<file path="src/rtl/wave_capture_if.sv">
// wave_capture_if: sample, trigger and readback signals of wave_capture.
// The decim field exists only when WAVE_CAPTURE_DECIM_EN is defined.
interface wave_capture_if #(
    parameter int WIDTH      = 8,
    parameter int ADDR_WIDTH = 8
);
    logic                  en;
    logic [WIDTH-1:0]      din;
    logic                  arm;
    logic [WIDTH-1:0]      trig_level;
    logic [ADDR_WIDTH-1:0] rd_addr;
    logic [WIDTH-1:0]      rd_data;
    logic                  busy;
    logic                  done;
`ifdef WAVE_CAPTURE_DECIM_EN
    logic [3:0]            decim;
    modport master (output en, din, arm, trig_level, rd_addr, decim, input rd_data, busy, done);
    modport slave  (input en, din, arm, trig_level, rd_addr, decim, output rd_data, busy, done);
`else
    modport master (output en, din, arm, trig_level, rd_addr, input rd_data, busy, done);
    modport slave  (input en, din, arm, trig_level, rd_addr, output rd_data, busy, done);
`endif
endinterface

</file>
<file path="src/rtl/wave_capture.sv">
// wave_capture: rising-edge triggered recorder of 2**ADDR_WIDTH samples with registered readback.
// Optional sample decimation during capture is enabled by WAVE_CAPTURE_DECIM_EN.
module wave_capture #(
    parameter int WIDTH      = 8,
    parameter int ADDR_WIDTH = 8
) (
    input logic          clk,
    input logic          rst,
    wave_capture_if.slave bus
);
    typedef enum logic [1:0] {IDLE, ARMED, CAPTURE, DONE} state_e;
    state_e                state_q, state_d;
    logic [ADDR_WIDTH:0]   ptr_q, ptr_d;
    logic [WIDTH-1:0]      prev_q, prev_d, rd_data_q;
    logic                  prev_vld_q, prev_vld_d;
    logic                  we, trig, take;
    logic [ADDR_WIDTH-1:0] wa;
    logic [WIDTH-1:0]      mem [2**ADDR_WIDTH];

    assign trig = bus.en && prev_vld_q && prev_q < bus.trig_level && bus.din >= bus.trig_level;

`ifdef WAVE_CAPTURE_DECIM_EN
    // dcnt_q counts samples skipped since the last write; the trigger sample is a write
    logic [3:0] dcnt_q, dcnt_d;
    assign take = dcnt_q == bus.decim;
    always_ff @(posedge clk)
        dcnt_q <= rst ? '0 : dcnt_d;
    always_comb begin
        dcnt_d = dcnt_q;
        if (bus.arm || (state_q == ARMED && trig))
            dcnt_d = '0;
        else if (state_q == CAPTURE && bus.en)
            dcnt_d = take ? '0 : dcnt_q + 1'b1;
    end
`else
    assign take = 1'b1;
`endif

    always_ff @(posedge clk) begin
        if (rst) begin
            state_q    <= IDLE;
            ptr_q      <= '0;
            prev_q     <= '0;
            prev_vld_q <= 1'b0;
        end else begin
            state_q    <= state_d;
            ptr_q      <= ptr_d;
            prev_q     <= prev_d;
            prev_vld_q <= prev_vld_d;
        end
    end

    always_comb begin
        state_d    = state_q;
        ptr_d      = ptr_q;
        prev_d     = prev_q;
        prev_vld_d = prev_vld_q;
        we         = 1'b0;
        wa         = ptr_q[ADDR_WIDTH-1:0];
        if (bus.arm) begin
            state_d    = ARMED;
            ptr_d      = '0;
            prev_vld_d = 1'b0;
        end else begin
            case (state_q)
                ARMED: if (bus.en) begin
                    prev_d     = bus.din;
                    prev_vld_d = 1'b1;
                    if (trig) begin
                        we      = 1'b1;
                        wa      = '0;
                        ptr_d   = (ADDR_WIDTH+1)'(1);
                        state_d = CAPTURE;
                    end
                end
                // the extra pointer bit flags the full buffer after the last address is written
                CAPTURE: if (bus.en && take) begin
                    we      = 1'b1;
                    ptr_d   = ptr_q + 1'b1;
                    state_d = ptr_d[ADDR_WIDTH] ? DONE : CAPTURE;
                end
                default: ;
            endcase
        end
    end

    always_ff @(posedge clk)
        if (we) mem[wa] <= bus.din;

    always_ff @(posedge clk)
        rd_data_q <= rst ? '0 : mem[bus.rd_addr];

    assign bus.rd_data = rd_data_q;
    assign bus.busy    = state_q == ARMED || state_q == CAPTURE;
    assign bus.done    = state_q == DONE;
endmodule

</file>
<file path="src/flat_wrapper.sv">
// flat-port wrapper written by rule: the top's interface ports become plain ports
module wave_capture_flat 
#(
    parameter int WIDTH      = 8,
    parameter int ADDR_WIDTH = 8
)
  (clk, rst, bus_en, bus_din, bus_arm, bus_trig_level, bus_rd_addr, bus_rd_data, bus_busy, bus_done);
  wave_capture_if #(.WIDTH(WIDTH), .ADDR_WIDTH(ADDR_WIDTH)) bus_i ();
  input logic clk;
  input logic rst;
  input wire logic [$bits(bus_i.en)-1:0] bus_en;
  input wire logic [$bits(bus_i.din)-1:0] bus_din;
  input wire logic [$bits(bus_i.arm)-1:0] bus_arm;
  input wire logic [$bits(bus_i.trig_level)-1:0] bus_trig_level;
  input wire logic [$bits(bus_i.rd_addr)-1:0] bus_rd_addr;
  output wire logic [$bits(bus_i.rd_data)-1:0] bus_rd_data;
  output wire logic [$bits(bus_i.busy)-1:0] bus_busy;
  output wire logic [$bits(bus_i.done)-1:0] bus_done;
  assign bus_i.en = bus_en;
  assign bus_i.din = bus_din;
  assign bus_i.arm = bus_arm;
  assign bus_i.trig_level = bus_trig_level;
  assign bus_i.rd_addr = bus_rd_addr;
  assign bus_rd_data = bus_i.rd_data;
  assign bus_busy = bus_i.busy;
  assign bus_done = bus_i.done;
  wave_capture #(.WIDTH(WIDTH), .ADDR_WIDTH(ADDR_WIDTH)) u_core (.clk(clk), .rst(rst), .bus(bus_i));
endmodule
</file>
<file path="config.mk">
export PLATFORM = sky130hd
export DESIGN_NAME = wave_capture_flat
export DESIGN_NICKNAME = d
export VERILOG_FILES = /design/src/rtl/wave_capture_if.sv /design/src/rtl/wave_capture.sv /design/src/flat_wrapper.sv
export SDC_FILE = /design/constraint.sdc
export NUM_CORES = 2
export LEC_CHECK = 0
export ABC_AREA = 1
export CAP_MARGIN = 20
export CORE_MARGIN = 3
export CORE_UTILIZATION = 55
export DETAILED_ROUTE_END_ITERATION = 16
export PLACE_DENSITY_LB_ADDON = 0.25
export REMOVE_ABC_BUFFERS = 1
export SETUP_SLACK_MARGIN = 0.05
export SYNTH_ARGS = -nofsm -noshare
export SYNTH_HDL_FRONTEND = slang
export SYNTH_SLANG_ARGS = --single-unit
</file>
<file path="constraint.sdc">
create_clock -name clk -period 9.2 [get_ports clk]
set_input_delay 2.76 -clock clk [delete_from_list [all_inputs] [get_ports clk]]
set_output_delay 2.76 -clock clk [all_outputs]
set_load 0.02 [all_outputs]
</file>
==> out/qor.yml <==
critical_path:
  start_kind: "primary input"
  critPathBufInv: 2
  worst-r2r-cell-count: 9
  slowest_delay_ns: 1.01
  r2r_slack_ns: 4.86
  cp.arrival_ns: 6.93
  critPathRequiredTime_ns: 9.63
  worstPathMaxFanout: 19
  regToRegStartpoint: "u_core.prev_q[5]$_SDFFE_PP0P_"
  setup.worst_path.class: "in2reg"
  cp_slowest_cell: "nand3_2"
  end_kind: "flip-flop"
  crit_chain: "clkdlybuf4s50_1 > inv_1 > ha_1 > a21oi_1 > nor2_1 > a211oi_1 > and2_4 > nand3_2 > a21oi_4 > nand3_2 > nor2_1"
  r2r_end: "u_core.mem[84][6]$_DFFE_PP_"
  crit_family: "simple AND/OR/NAND/NOR gates"
drt:
  drcViolationCount: 2
  first_iter_violations: 7941
  ant_nets: 0
  wl_per_cell_um: 24.40
  vias: 56150
  wl_mm: 224.8
  first_pass_iters: 14
  via_per_inst: 6.095
synthesis:
  yosysTopAreaCell: "edfxtp_1"
  synth_edf_count: 2048
  synth_cell_types: 35
  ys_top_cells_by_count: "nand2_1, edfxtp_1, nand3_1, nor2_1, buf_2"
  ys.warnings.count: 0
  avgSynthCellArea_um2: 11.74
  synth-seq-cells: 2076
  synth-main-ff-cell: "edfxtp_1"
  async_flop_share_pct: 0
  synth.most_common_cell: "nand2_1"
  synth_cells: 7204
  synth_top_area_share_pct: 72.69
  synth_top_cells_by_area: "edfxtp_1, nand3_1, nand2_1"
  synth_area_um2: 84610
  seq_area_frac_synth_pct: 73.35
pwr:
  p_total_mw: 19.34
  cellLeakagePower_nw: 31.75
  power_density_nw_per_um2: 209.2
  ir_worst_vdd_uv: 185.7
clocking:
  cts_tree: "built"
  cts_hold_buf: 0
  cts_buffers: 198
  clk_pin_slew_ns: 0.06
  clock-sinks: 2076
  cts_max_path_buffers: 3
  root_buffer: "clkbuf_16"
  cts-resized-gates: 0
  insertion_delay_ns: 0.82
  post_cts.repair.setup_buffers: 0
  htree_levels: 4
sta:
  fin_crit_sh_pct: 70.60
  whs_ns: 0.4814
  rsz0062_at_grt: "false"
  drv_slew: 0
  worst_pin_slew_ns: 1.102
  hold_viol_final: 0
  relSlewSlack_pct: 26.54
  fin_tns_setup_ns: 0
  max_clock_freq_mhz: 154.0
  setup_viol: 0
  fin_worst_skew_ns: 0.03692
  min_period_ns: 6.495
hold_path:
  hold_class: "reg2reg"
  min_to: "u_core.ptr_q[8]$_SDFFE_PP0P_"
  holdCritStartpoint: "u_core.ptr_q[8]$_SDFFE_PP0P_"
  min_path_cells: 2
flow_run:
  maxCapViolCount: 0
global_routing:
  grt_pass1_vias: 53270
  grt_util_all_layers_pct: 28.13
  grt_max_degree: 218
  grt_pass1_wl_mm: 331.8
  antenna_found_initial: 10
  grt_overflow_total: 0
floorplan:
  die_h_um: 398.2
  fp.dieArea_um2: 158600
  io_pins: 38
  row_count: 143
  die_x_um: 398.2
  initial_core_util_pct: 55.50
  core_area_um2: 152400
layout:
  drive_gt1_share_pct: 5.586
  fin_cells: 9213
  final_nets: 7073
  syn_to_final_growth_pct: 9.259
placement:
  dp_hpwl_mm: 128.3
  placedCellCount: 8854
  place_congestion: 0.9331
  portBuffers: 37
outcome:
  violations: "DRC"
  status: "finished with violations"
[worst max path at each step]
stage                            from  cells after the start  slack (ns)                               end
floorplan              bus_rd_addr[0]                     11       -2.41  u_core.bus.rd_data[4]$_SDFF_PP0_
global placement    bus_trig_level[5]                     11        2.03       u_core.mem[20][0]$_DFFE_PP_
detailed placement  bus_trig_level[5]                     11        1.90      u_core.mem[196][0]$_DFFE_PP_
CTS                 bus_trig_level[5]                     11        2.79       u_core.mem[84][6]$_DFFE_PP_
global route        bus_trig_level[5]                     11        2.53      u_core.mem[116][7]$_DFFE_PP_
finish              bus_trig_level[5]                     11        2.70       u_core.mem[84][6]$_DFFE_PP_
[through the flow]
| stage | setup slack, ns | instance area [um2] | utilization, % |
|---|---|---|---|
| 3_5_place_dp | 1.897 | 86210 | 56.55 |
| 5_1_grt | 2.534 | 92430 | 60.64 |
| 6_report | 2.705 | 92440 | 60.64 |
| 3_3_place_gp | 2.029 | 86210 | 56.55 |
| 2_1_floorplan | -2.406 | 82440 | - |
| 4_1_cts | 2.792 | 92390 | 60.61 |
[tightest hold or removal path: stages, from the launching register on]
cell     delay, ns
dfxtp_1       0.32
nand2_1       0.06
a21oi_1       0.05
[power breakdown]
| part | leakage [nW] | switching [mW] | internal, mW |
|---|---|---|---|
| combinational | 10.1 | 0.852 | 0.262 |
| sequential | 18.6 | 0.00495 | 10.4 |
| clock | 3.00 | 3.41 | 4.42 |
[per-layer routing]
layer  vias up  wire length, um  track usage (%)  part of all wire [%]
met1     27170            89460            39.66                    40
met3       510            23660            5.720                    11
met4         8             9387            11.88                   4.2
met2      3271           102200            43.00                    45
met5         -               56                0                 0.025
li1      25190                -                -                     -
[registers in the layout (all words and copies together), names as in the netlist]
name                cells
u_core.bus.rd_data      8
u_core.prev_vld_q       1
u_core.mem           2048
u_core.prev_q           8
u_core.ptr_q            9
u_core.state_q          2
[placed cells by master, fill, tap and decap left out, drive strengths merged, types with 3 or more instances in the layout]
| cell type | synthesis | routed |
|---|---|---|
| a21oi | 33 | 33 |
| buf | 289 | 92 |
| bufinv | 0 | 14 |
| clkbuf | 204 | 237 |
| clkdlybuf4s50 | 0 | 23 |
| clkinv | 2 | 87 |
| clkinvlp | 0 | 10 |
| dfxtp | 28 | 28 |
| diode | 0 | 4 |
| edfxtp | 2048 | 2048 |
| ha | 19 | 19 |
| inv | 40 | 47 |
| nand2 | 2124 | 2124 |
| nand3 | 1958 | 1958 |
| nand3b | 3 | 3 |
| nand4 | 5 | 5 |
| nor2 | 376 | 376 |
| o21ai | 48 | 48 |
| o22ai | 16 | 16 |
| xnor2 | 3 | 3 |
| xor2 | 4 | 4 |
[cells by family after synthesis]
group	after synthesis	share of synthesized area, %
fa+ha+maj	19	0.2810
buf+inv	535	2.752
flops	2076	73.35
xor+xnor	7	0.07246
compound gates	98	0.6374
simple gates	4469	22.91
[final cells by class]
| class | instances | area, um2 |
|---|---|---|
| multi-input cells | 4593 | 20260 |
| clock inverters | 116 | 952.2 |
| well taps | 2030 | 2540 |
| diodes | 4 | 10.01 |
| repair buffers | 115 | 1214 |
| inverters | 42 | 182.7 |
| flip-flops and latches | 2076 | 62060 |
| fillers | 11790 | 60000 |
| clock buffers | 237 | 5229 |
Power figures use the tool's default switching activity.
